`config.mk`:
```
export PLATFORM = sky130hd
export DESIGN_NAME = fifo_prog
export DESIGN_NICKNAME = d
export VERILOG_FILES = /design/src/rtl/fifo_pkg.sv /design/src/rtl/fifo_mem.sv /design/src/rtl/fifo_prog.sv
export SDC_FILE = /design/constraint.sdc
export NUM_CORES = 1
export LEC_CHECK = 0
export ABC_CLOCK_PERIOD_IN_PS = 1700
export CAP_MARGIN = 10
export CORE_MARGIN = 2
export CORE_UTILIZATION = 40
export DETAILED_ROUTE_END_ITERATION = 10
export GPL_ROUTABILITY_DRIVEN = 1
export PLACE_DENSITY_LB_ADDON = 0.25
export SYNTH_ARGS = -nofsm -noshare
export SYNTH_HDL_FRONTEND = slang
export SYNTH_SLANG_ARGS = --single-unit
```
`constraint.sdc`:
```
create_clock -name clk -period 1.7 [get_ports clk]
set_clock_uncertainty 0.15 [all_clocks]
set_input_delay 0.51 -clock clk [delete_from_list [all_inputs] [get_ports clk]]
set_output_delay 0.51 -clock clk [all_outputs]
set_load 0.02 [all_outputs]
```
`src/rtl/fifo_pkg.sv`:
```
// Shared defaults and mode encodings for the programmable FIFO.
package fifo_pkg;

  localparam int unsigned FIFO_D_W   = 8;
  localparam int unsigned FIFO_AD_W  = 4;
  localparam int unsigned FIFO_DEPTH = 2 ** FIFO_AD_W;
  localparam int unsigned FIFO_AF_TH = FIFO_DEPTH - 2;
  localparam int unsigned FIFO_AE_TH = 2;

  localparam int unsigned FIFO_STD  = 0;
  localparam int unsigned FIFO_FWFT = 1;

endpackage : fifo_pkg

```
`src/rtl/fifo_mem.sv`:
```
// FIFO storage: register array, one synchronous write port, one asynchronous read port.
module fifo_mem
  import fifo_pkg::*;
#(
  parameter int unsigned D_W  = FIFO_D_W,
  parameter int unsigned AD_W = FIFO_AD_W
) (
  input  logic            clk,
  input  logic            we,
  input  logic [AD_W-1:0] wr_addr,
  input  logic [D_W-1:0]  wr_data,
  input  logic [AD_W-1:0] rd_addr,
  output logic [D_W-1:0]  rd_data
);

  localparam int unsigned DEPTH = 2 ** AD_W;

  logic [D_W-1:0] mem [DEPTH];

  // Contents are intentionally not reset.
  always_ff @(posedge clk) begin
    if (we) begin
      mem[wr_addr] <= wr_data;
    end
  end

  assign rd_data = mem[rd_addr];

endmodule : fifo_mem

```
`src/rtl/fifo_prog.sv`:
```
// Synchronous FIFO with occupancy count, programmable almost flags, sticky
// error flags and standard or first-word-fall-through read mode.
module fifo_prog
  import fifo_pkg::*;
#(
  parameter int unsigned D_W   = FIFO_D_W,
  parameter int unsigned AD_W  = FIFO_AD_W,
  parameter int unsigned AF_TH = (2 ** AD_W) - 2,
  parameter int unsigned AE_TH = FIFO_AE_TH,
  parameter int unsigned FWFT  = FIFO_STD
) (
  input  logic            clk,
  input  logic            rst,
  input  logic            write,
  input  logic            read,
  input  logic [D_W-1:0]  data_in,
  output logic [D_W-1:0]  data_out,
  output logic            full,
  output logic            empty,
  output logic            almost_full,
  output logic            almost_empty,
  output logic [AD_W:0]   count,
  output logic            overflow,
  output logic            underflow
);

  localparam int unsigned DEPTH = 2 ** AD_W;
  localparam int unsigned CW    = AD_W + 1;

  logic [AD_W-1:0] wr_ptr;
  logic [AD_W-1:0] rd_ptr;
  logic [CW-1:0]   count_nxt;
  logic [D_W-1:0]  rd_data;
  logic            wr_acc;
  logic            rd_acc;

  // Acceptance uses the registered flags only.
  assign wr_acc = write && !full;
  assign rd_acc = read && !empty;

  always_comb begin
    count_nxt = count;
    if (wr_acc && !rd_acc) begin
      count_nxt = count + CW'(1);
    end else if (rd_acc && !wr_acc) begin
      count_nxt = count - CW'(1);
    end
  end

  fifo_mem #(
    .D_W  (D_W),
    .AD_W (AD_W)
  ) u_mem (
    .clk     (clk),
    .we      (wr_acc),
    .wr_addr (wr_ptr),
    .wr_data (data_in),
    .rd_addr (rd_ptr),
    .rd_data (rd_data)
  );

  // Flags are registered from the next count so they track count exactly.
  always_ff @(posedge clk or negedge rst) begin
    if (!rst) begin
      wr_ptr       <= '0;
      rd_ptr       <= '0;
      count        <= '0;
      full         <= 1'b0;
      empty        <= 1'b1;
      almost_full  <= 1'b0;
      almost_empty <= 1'b1;
      overflow     <= 1'b0;
      underflow    <= 1'b0;
    end else begin
      if (wr_acc) begin
        wr_ptr <= wr_ptr + AD_W'(1);
      end
      if (rd_acc) begin
        rd_ptr <= rd_ptr + AD_W'(1);
      end
      count        <= count_nxt;
      full         <= (count_nxt == CW'(DEPTH));
      empty        <= (count_nxt == '0);
      almost_full  <= (count_nxt >= CW'(AF_TH));
      almost_empty <= (count_nxt <= CW'(AE_TH));
      overflow     <= overflow  | (write && full);
      underflow    <= underflow | (read && empty);
    end
  end

  generate
    if (FWFT == FIFO_FWFT) begin : g_fwft
      // Head word is presented directly; zero while nothing is stored.
      assign data_out = empty ? '0 : rd_data;
    end else begin : g_std
      logic [D_W-1:0] data_q;

      always_ff @(posedge clk or negedge rst) begin
        if (!rst) begin
          data_q <= '0;
        end else if (rd_acc) begin
          data_q <= rd_data;
        end
      end

      assign data_out = data_q;
    end
  endgenerate

endmodule : fifo_prog

```
==> impl_metrics.json, run 1 <==
{
  "cts_tree": "done",
  "synth-adder-area-share_pct": 1.38,
  "critPathMaxStageDelay_ns": 0.54,
  "synth-xor-area-share_pct": 1.62,
  "clock_sinks": 155,
  "crit_path_top_delay_cell": "dfrtp_4",
  "path_clk_slew_ns": 0.07,
  "die_area_um2": 16900,
  "end_kind": "register",
  "antenna_found_initial": 0,
  "wl_per_cell_um": 19.5,
  "die_x_um": 130,
  "p_leak_uw": 0.00315,
  "root_buffer": "clkbuf_16",
  "nets": 524,
  "synth_edf_count": 128,
  "gr-total-overflow": 0,
  "layout.cells.most_common_list": "edfxtp_1 (128), buf_4 (54), mux2i_1 (53), o22ai_1 (21), dfrtp_1 (21)",
  "synth_fp_nets": 416,
  "min_period_ns": 1.95,
  "synth-simple-area-share_pct": 6.84,
  "track_usage_pct": 17.8,
  "fmax_mhz": 514,
  "multiInputGateArea_um2": 1970,
  "critPathMaxFanout": 14,
  "vias": 3697,
  "vdd_drop_max_v": 0.000794,
  "slew_headroom_pct": 67.7,
  "grt_use_met1_pct": 23.3,
  "first_pass_iters": 4,
  "die_y_um": 130,
  "wirelength_um": 14300,
  "status": "complete, but fails checks",
  "worstMarginPinSlew_ns": 0.484,
  "ant_nets": 0,
  "final_common_cell": "edfxtp_1",
  "min_period_over_period_pct": 115,
  "grt_setup_unrepaired": "yes",
  "hold_buffers": 0,
  "synth_seq_cells": 155,
  "violations": "negative setup slack",
  "syn2layout_area_growth_pct": 33.2,
  "synth_compound_area_share_pct": 5.74,
  "start_kind": "register",
  "ys_warn_count": 0,
  "ys_seq_area_share_pct": 71.2,
  "drcViolationCount": 0,
  "initial_core_util_pct": 40.4,
  "met3_usage_pct": 5.21,
  "setup_tns_ns": -2.61,
  "fin_area_um2": 8450,
  "grt_pass1_vias": 3732,
  "place_congestion": 0.822,
  "crit_arrival_ns": 2.10,
  "clk_path_buf_depth": 2,
  "htreeDepth": 4,
  "synthMuxAreaShare_pct": 10.1,
  "synth_top_family_by_area": "multiplexers",
  "io_buffers": 30,
  "cp_num_buf_inv": 3,
  "busiest_layer": "met2",
  "hold_path.class": "input port to asynchronous set/reset pin",
  "grtUsageMet2_pct": 28.2,
  "synth.distinct_cells": 43,
  "antenna_cells": 0,
  "avgSynthCellArea_um2": 16.0,
  "finalSetupViolCount": 64,
  "crit_chain": "buf_12, buf_4, mux2i_1, o22ai_1, nor3_1, buf_4, a21oi_2",
  "r2r-start": "rd_ptr[0]$_DFFE_PN0P_",
  "grt_pass1_wl_um": 21300,
  "rows": 46,
  "place_inst": 676,
  "ioPinCount": 31,
  "cp-startpoint": "rd_ptr[0]$_DFFE_PN0P_",
  "async_flop_share_pct": 17.4,
  "critPathTopFamily": "flip-flops",
  "finalWorstSetupSlack_ns": -0.247,
  "drive_above_1_share_pct": 38.6,
  "synthesis.area_um2": 6350,
  "viasPerCell": 5.04,
  "drt_iter0_drc": 223,
  "synth_ff_type": "edfxtp_1",
  "cp.required_ns": 1.85,
  "fin_hold_ws_ns": 0.298,
  "p_per_area_nw_per_um2": 1790,
  "dp_hpwl_um": 9210,
  "clk_latency_ns": 0.42,
  "stdcell_count": 734,
  "core_region_area_um2": 15700,
  "nFillCells": 1229,
  "final_hold_viol_count": 0,
  "worstSetupPathType": "register to register",
  "drv_slew": 0,
  "cp_common_cell": "buf_4",
  "netlist_instances": 397,
  "cts_made_buffers": 17,
  "grt_max_degree": 28,
  "max_cap_viol_count": 0,
  "dpl_cell_area_um2": 7300,
  "regArea_um2": 4530
}
==> what timing repair did <==
| action | 4_1_cts | 5_1_grt |
|---|---|---|
| setup endpoints to repair | 162 | 125 |
| cloned | 0 | 2 |
| buffers inserted | 15 | 10 |
| resized for setup | 141 | 41 |
| pin swaps | 11 | 11 |
==> cells by family (layout without fill, tap and decap cells) <==
logic type | after synthesis | count (layout)
buffers and inverters | 24 | 145
adder cells (fa/ha/maj) | 7 | 7
AND/OR/NAND/NOR | 79 | 79
multiplexers | 64 | 64
XOR/XNOR | 10 | 10
AO/OA/AOI/OAI | 58 | 58
flip-flops | 155 | 155
==> worst reg2reg max path: cells and delay by family (launching register included) <==
| kind | cells | cell delay (ns) |
|---|---|---|
| DFF | 1 | 0.54 |
| muxes | 1 | 0.23 |
| AOI/OAI and AO/OA | 2 | 0.18 |
| buffers and inverters | 3 | 0.50 |
| and+or+nand+nor | 1 | 0.22 |
==> per-layer routing <==
metal | wire (µm) | part of all wire, %
met5 | 0 | 0
met1 | 6140 | 43
met4 | 235 | 1.6
met3 | 785 | 5.5
met2 | 7160 | 50
==> sequential cells by signal (all words and copies together) (netlist names) <==
name	count
u_mem.mem	128
full	1
rd_ptr	4
underflow	1
data_out	8
wr_ptr	4
almost_full	1
almost_empty	1
overflow	1
empty	1
count	5
==> per-stage QoR <==
| step | setup WS, ns | total power, µW | util, % |
|---|---|---|---|
| finish | -0.247 | 15200 | 53.8 |
| global route | -0.303 | 15900 | 53.8 |
| CTS | -0.213 | 14500 | 52.0 |
| detailed placement | -0.794 | 10200 | 46.5 |
| global placement | -0.713 | 10100 | 46.5 |
| floorplan | -0.0502 | 8200 | - |
==> layout make-up <==
| class | count | share of cell area (%) |
|---|---|---|
| Sequential cell | 155 | 53.6 |
| Clock buffer | 20 | 5.40 |
| Multi-Input combinational cell | 218 | 23.3 |
| Tap cell | 216 | 3.20 |
| Timing Repair Buffer | 108 | 12.4 |
| Clock inverter | 12 | 1.91 |
| Inverter | 5 | 0.222 |
==> Yosys cell counts (all sizes together) (2+ instances only) <==
cell type | instances | area share, %
a21o | 2 | 0.24
a21oi | 8 | 0.69
and2 | 16 | 1.6
buf | 18 | 2.7
dfrtp | 25 | 9.9
dfstp | 2 | 0.83
edfxtp | 128 | 61
ha | 7 | 1.4
inv | 5 | 0.30
mux2i | 64 | 10
nand2 | 12 | 0.71
nand2b | 4 | 0.39
nand3 | 4 | 0.39
nand4 | 2 | 0.20
nor2 | 13 | 0.77
nor2b | 2 | 0.20
nor3 | 9 | 0.71
nor4 | 5 | 0.49
o21ai | 19 | 1.6
o22ai | 26 | 2.8
or2 | 2 | 0.20
or4 | 7 | 0.89
xnor2 | 8 | 1.2
xor2 | 2 | 0.39
==> path summary, 6_finish.rpt <==
check / depth (start not counted) / endpoint / slack [ns]
hold reg to reg: 1 / overflow$_DFF_PN0_ / 0.31
max in group asynchronous: 2 / empty$_DFF_PN1_ / 0.87
setup / recovery: 7 / data_out[1]$_DFFE_PN0P_ / -0.25
hold / removal: 2 / data_out[0]$_DFFE_PN0P_ / 0.30
setup reg to reg: 7 / data_out[1]$_DFFE_PN0P_ / -0.25
min in group clk: 1 / overflow$_DFF_PN0_ / 0.31
==> report_power, final <==
group	leakage (µW)	switching [µW]	internal (µW)	total [µW]
Clock	0.000301	1480	2400	3890
Combinational	0.00138	3060	2980	6030
Sequential	0.00147	472	4780	5250
Total	0.00315	5010	10200	15200
No activity file was read; power rests on OpenSTA's default activity.
==> run 2, diff against run 1 <==
--- a/config.mk
+++ b/config.mk
@@ -15,3 +15,4 @@
 export SYNTH_ARGS = -nofsm -noshare
 export SYNTH_HDL_FRONTEND = slang
 export SYNTH_SLANG_ARGS = --single-unit
+export TNS_END_PERCENT = 50
==> impl_metrics.json, run 2 (synthesized netlist as in run 1, its figures left out) <==
{
  "status": "complete, but fails checks",
  "violations": "negative setup slack",
  "cts_tree": "done",
  "p_sw_uw": 5060,
  "drcViolationCount": 0,
  "r2r-start": "rd_ptr[0]$_DFFE_PN0P_",
  "r2r_setup_slack_ns": -0.25,
  "ioPinCount": 31,
  "power_frac_comb_pct": 40.3,
  "dp_hpwl_um": 9360,
  "stdcell_count": 731,
  "start_kind": "register",
  "min_period_over_period_pct": 115,
  "fin_hold_ws_ns": 0.295,
  "die_y_um": 130,
  "htreeDepth": 4,
  "setup_tns_ns": -4.84,
  "place_congestion": 0.819,
  "rows": 46,
  "internal_power_uw": 9910,
  "clk_path_buf_depth": 2,
  "finalSetupViolCount": 48,
  "hold_buffers": 0,
  "clk_latency_ns": 0.42,
  "clock_sinks": 155,
  "drive_above_1_share_pct": 37.7,
  "final_hold_viol_count": 0,
  "first_pass_iters": 4,
  "max_cap_viol_count": 0,
  "io_buffers": 30,
  "min_period_ns": 1.95,
  "root_buffer": "clkbuf_16",
  "grt_pass1_wl_um": 22000,
  "place_inst": 672,
  "antenna_found_initial": 0,
  "path_clk_slew_ns": 0.06,
  "core_region_area_um2": 15700,
  "layout.cells.most_common_list": "edfxtp_1 (128), mux2i_1 (57), buf_4 (39), o22ai_1 (23), buf_12 (22)",
  "nets": 521,
  "fmax_mhz": 512,
  "initial_core_util_pct": 40.4,
  "gr-total-overflow": 0,
  "end_kind": "register",
  "pwr-share-clk_pct": 24.5,
  "cp.required_ns": 1.85,
  "cts_made_buffers": 17,
  "crit_arrival_ns": 2.11,
  "worstMarginPinSlew_ns": 0.430,
  "grt_max_degree": 28,
  "worstSetupPathType": "register to register",
  "ant_nets": 0,
  "die_x_um": 130,
  "drv_slew": 0,
  "wirelength_um": 15100,
  "regToRegEndpoint": "data_out[2]$_DFFE_PN0P_",
  "slew_headroom_pct": 71.3,
  "antenna_cells": 0,
  "viasPerCell": 5.24,
  "largest_reg_flops": 128,
  "drt_iter0_drc": 278,
  "track_usage_pct": 18.4,
  "syn2layout_area_growth_pct": 34.2,
  "swShare_pct": 33.8,
  "finalWorstSetupSlack_ns": -0.252,
  "grt_pass1_vias": 3778,
  "vias": 3828,
  "final_common_cell": "edfxtp_1",
  "p_leak_uw": 0.00318,
  "final_core_util_pct": 54.2,
  "top_register": "u_mem.mem",
  "worstRegToRegCells": 6,
  "p_per_area_nw_per_um2": 1760,
  "hold_path.class": "input port to asynchronous set/reset pin",
  "critPathMaxFanout": 5,
  "grt_setup_unrepaired": "yes",
  "pwr-share-seq_pct": 35.2,
  "wl_per_cell_um": 20.6,
  "die_area_um2": 16900,
  "vdd_drop_max_v": 0.000795
}
[run 2: cell types whose count changed in the layout (fill, tap and decap cells not counted), sizes merged]
cell      delta
buf          -4
bufinv       -1
clkbuf       -2
clkinv       +1
clkinvlp     +2
nand2b       +1
[run 2: area by class of cell]
class                           count  area [µm²]
Timing Repair Buffer              104        1180
Fill cell                        1219        7190
Clock inverter                     14         145
Sequential cell                   155        4530
Clock buffer                       18         429
Multi-Input combinational cell    219        1950
Tap cell                          216         270
Inverter                            5        18.8
[run 2: power by group through the flow]
stage	Combinational (µW)	Clock, µW	Sequential [µW]
after floorplan	2790	0	5390
after global placement	4830	0	5240
after detailed placement	4890	0	5240
after CTS	5190	3720	5200
after global routing	6410	3860	5340
final	6030	3670	5270
[run 2: how the worst max path moves through the flow]
| stage | startpoint | to | slack (ns) | depth (start not counted) |
|---|---|---|---|---|
| final | rd_ptr[0]$_DFFE_PN0P_ | data_out[2]$_DFFE_PN0P_ | -0.25 | 6 |
| after global routing | rd_ptr[0]$_DFFE_PN0P_ | data_out[1]$_DFFE_PN0P_ | -0.30 | 6 |
| after CTS | rd_ptr[0]$_DFFE_PN0P_ | data_out[1]$_DFFE_PN0P_ | -0.24 | 7 |
| after detailed placement | write | almost_empty$_DFF_PN1_ | -0.80 | 7 |
| after global placement | write | almost_empty$_DFF_PN1_ | -0.78 | 7 |
| after floorplan | write | almost_empty$_DFF_PN1_ | -0.05 | 6 |
[run 2: metrics by stage]
stage                     total power [µW]  area (µm²)  setup slack [ns]
after floorplan                       8180        6380           -0.0502
after global placement               10100        7400            -0.779
after detailed placement             10100        7400            -0.803
after CTS                            14100        8150            -0.237
after global routing                 15600        8520            -0.304
final                                15000        8520            -0.252
[run 2: worst max-delay path, cell delays in order, from the launching register on]
cell	delay (ns)
dfrtp_4	0.55
buf_6	0.16
mux2i_1	0.19
o22ai_1	0.13
or4_4	0.52
o21ai_1	0.09
a21oi_1	0.05
[run 2: per-layer routing]
layer / GRT usage, % / wire length, µm
met5: 0 / 0
met4: 8.29 / 378
met3: 4.55 / 675
met2: 28.5 / 7390
met1: 24.7 / 6620
[run 2: repair_timing]
item,in CTS,in global routing
buffers inserted,7,18
gates resized for setup,133,47
cloned,1,2
setup endpoints to repair,164,120
pin swaps,6,14
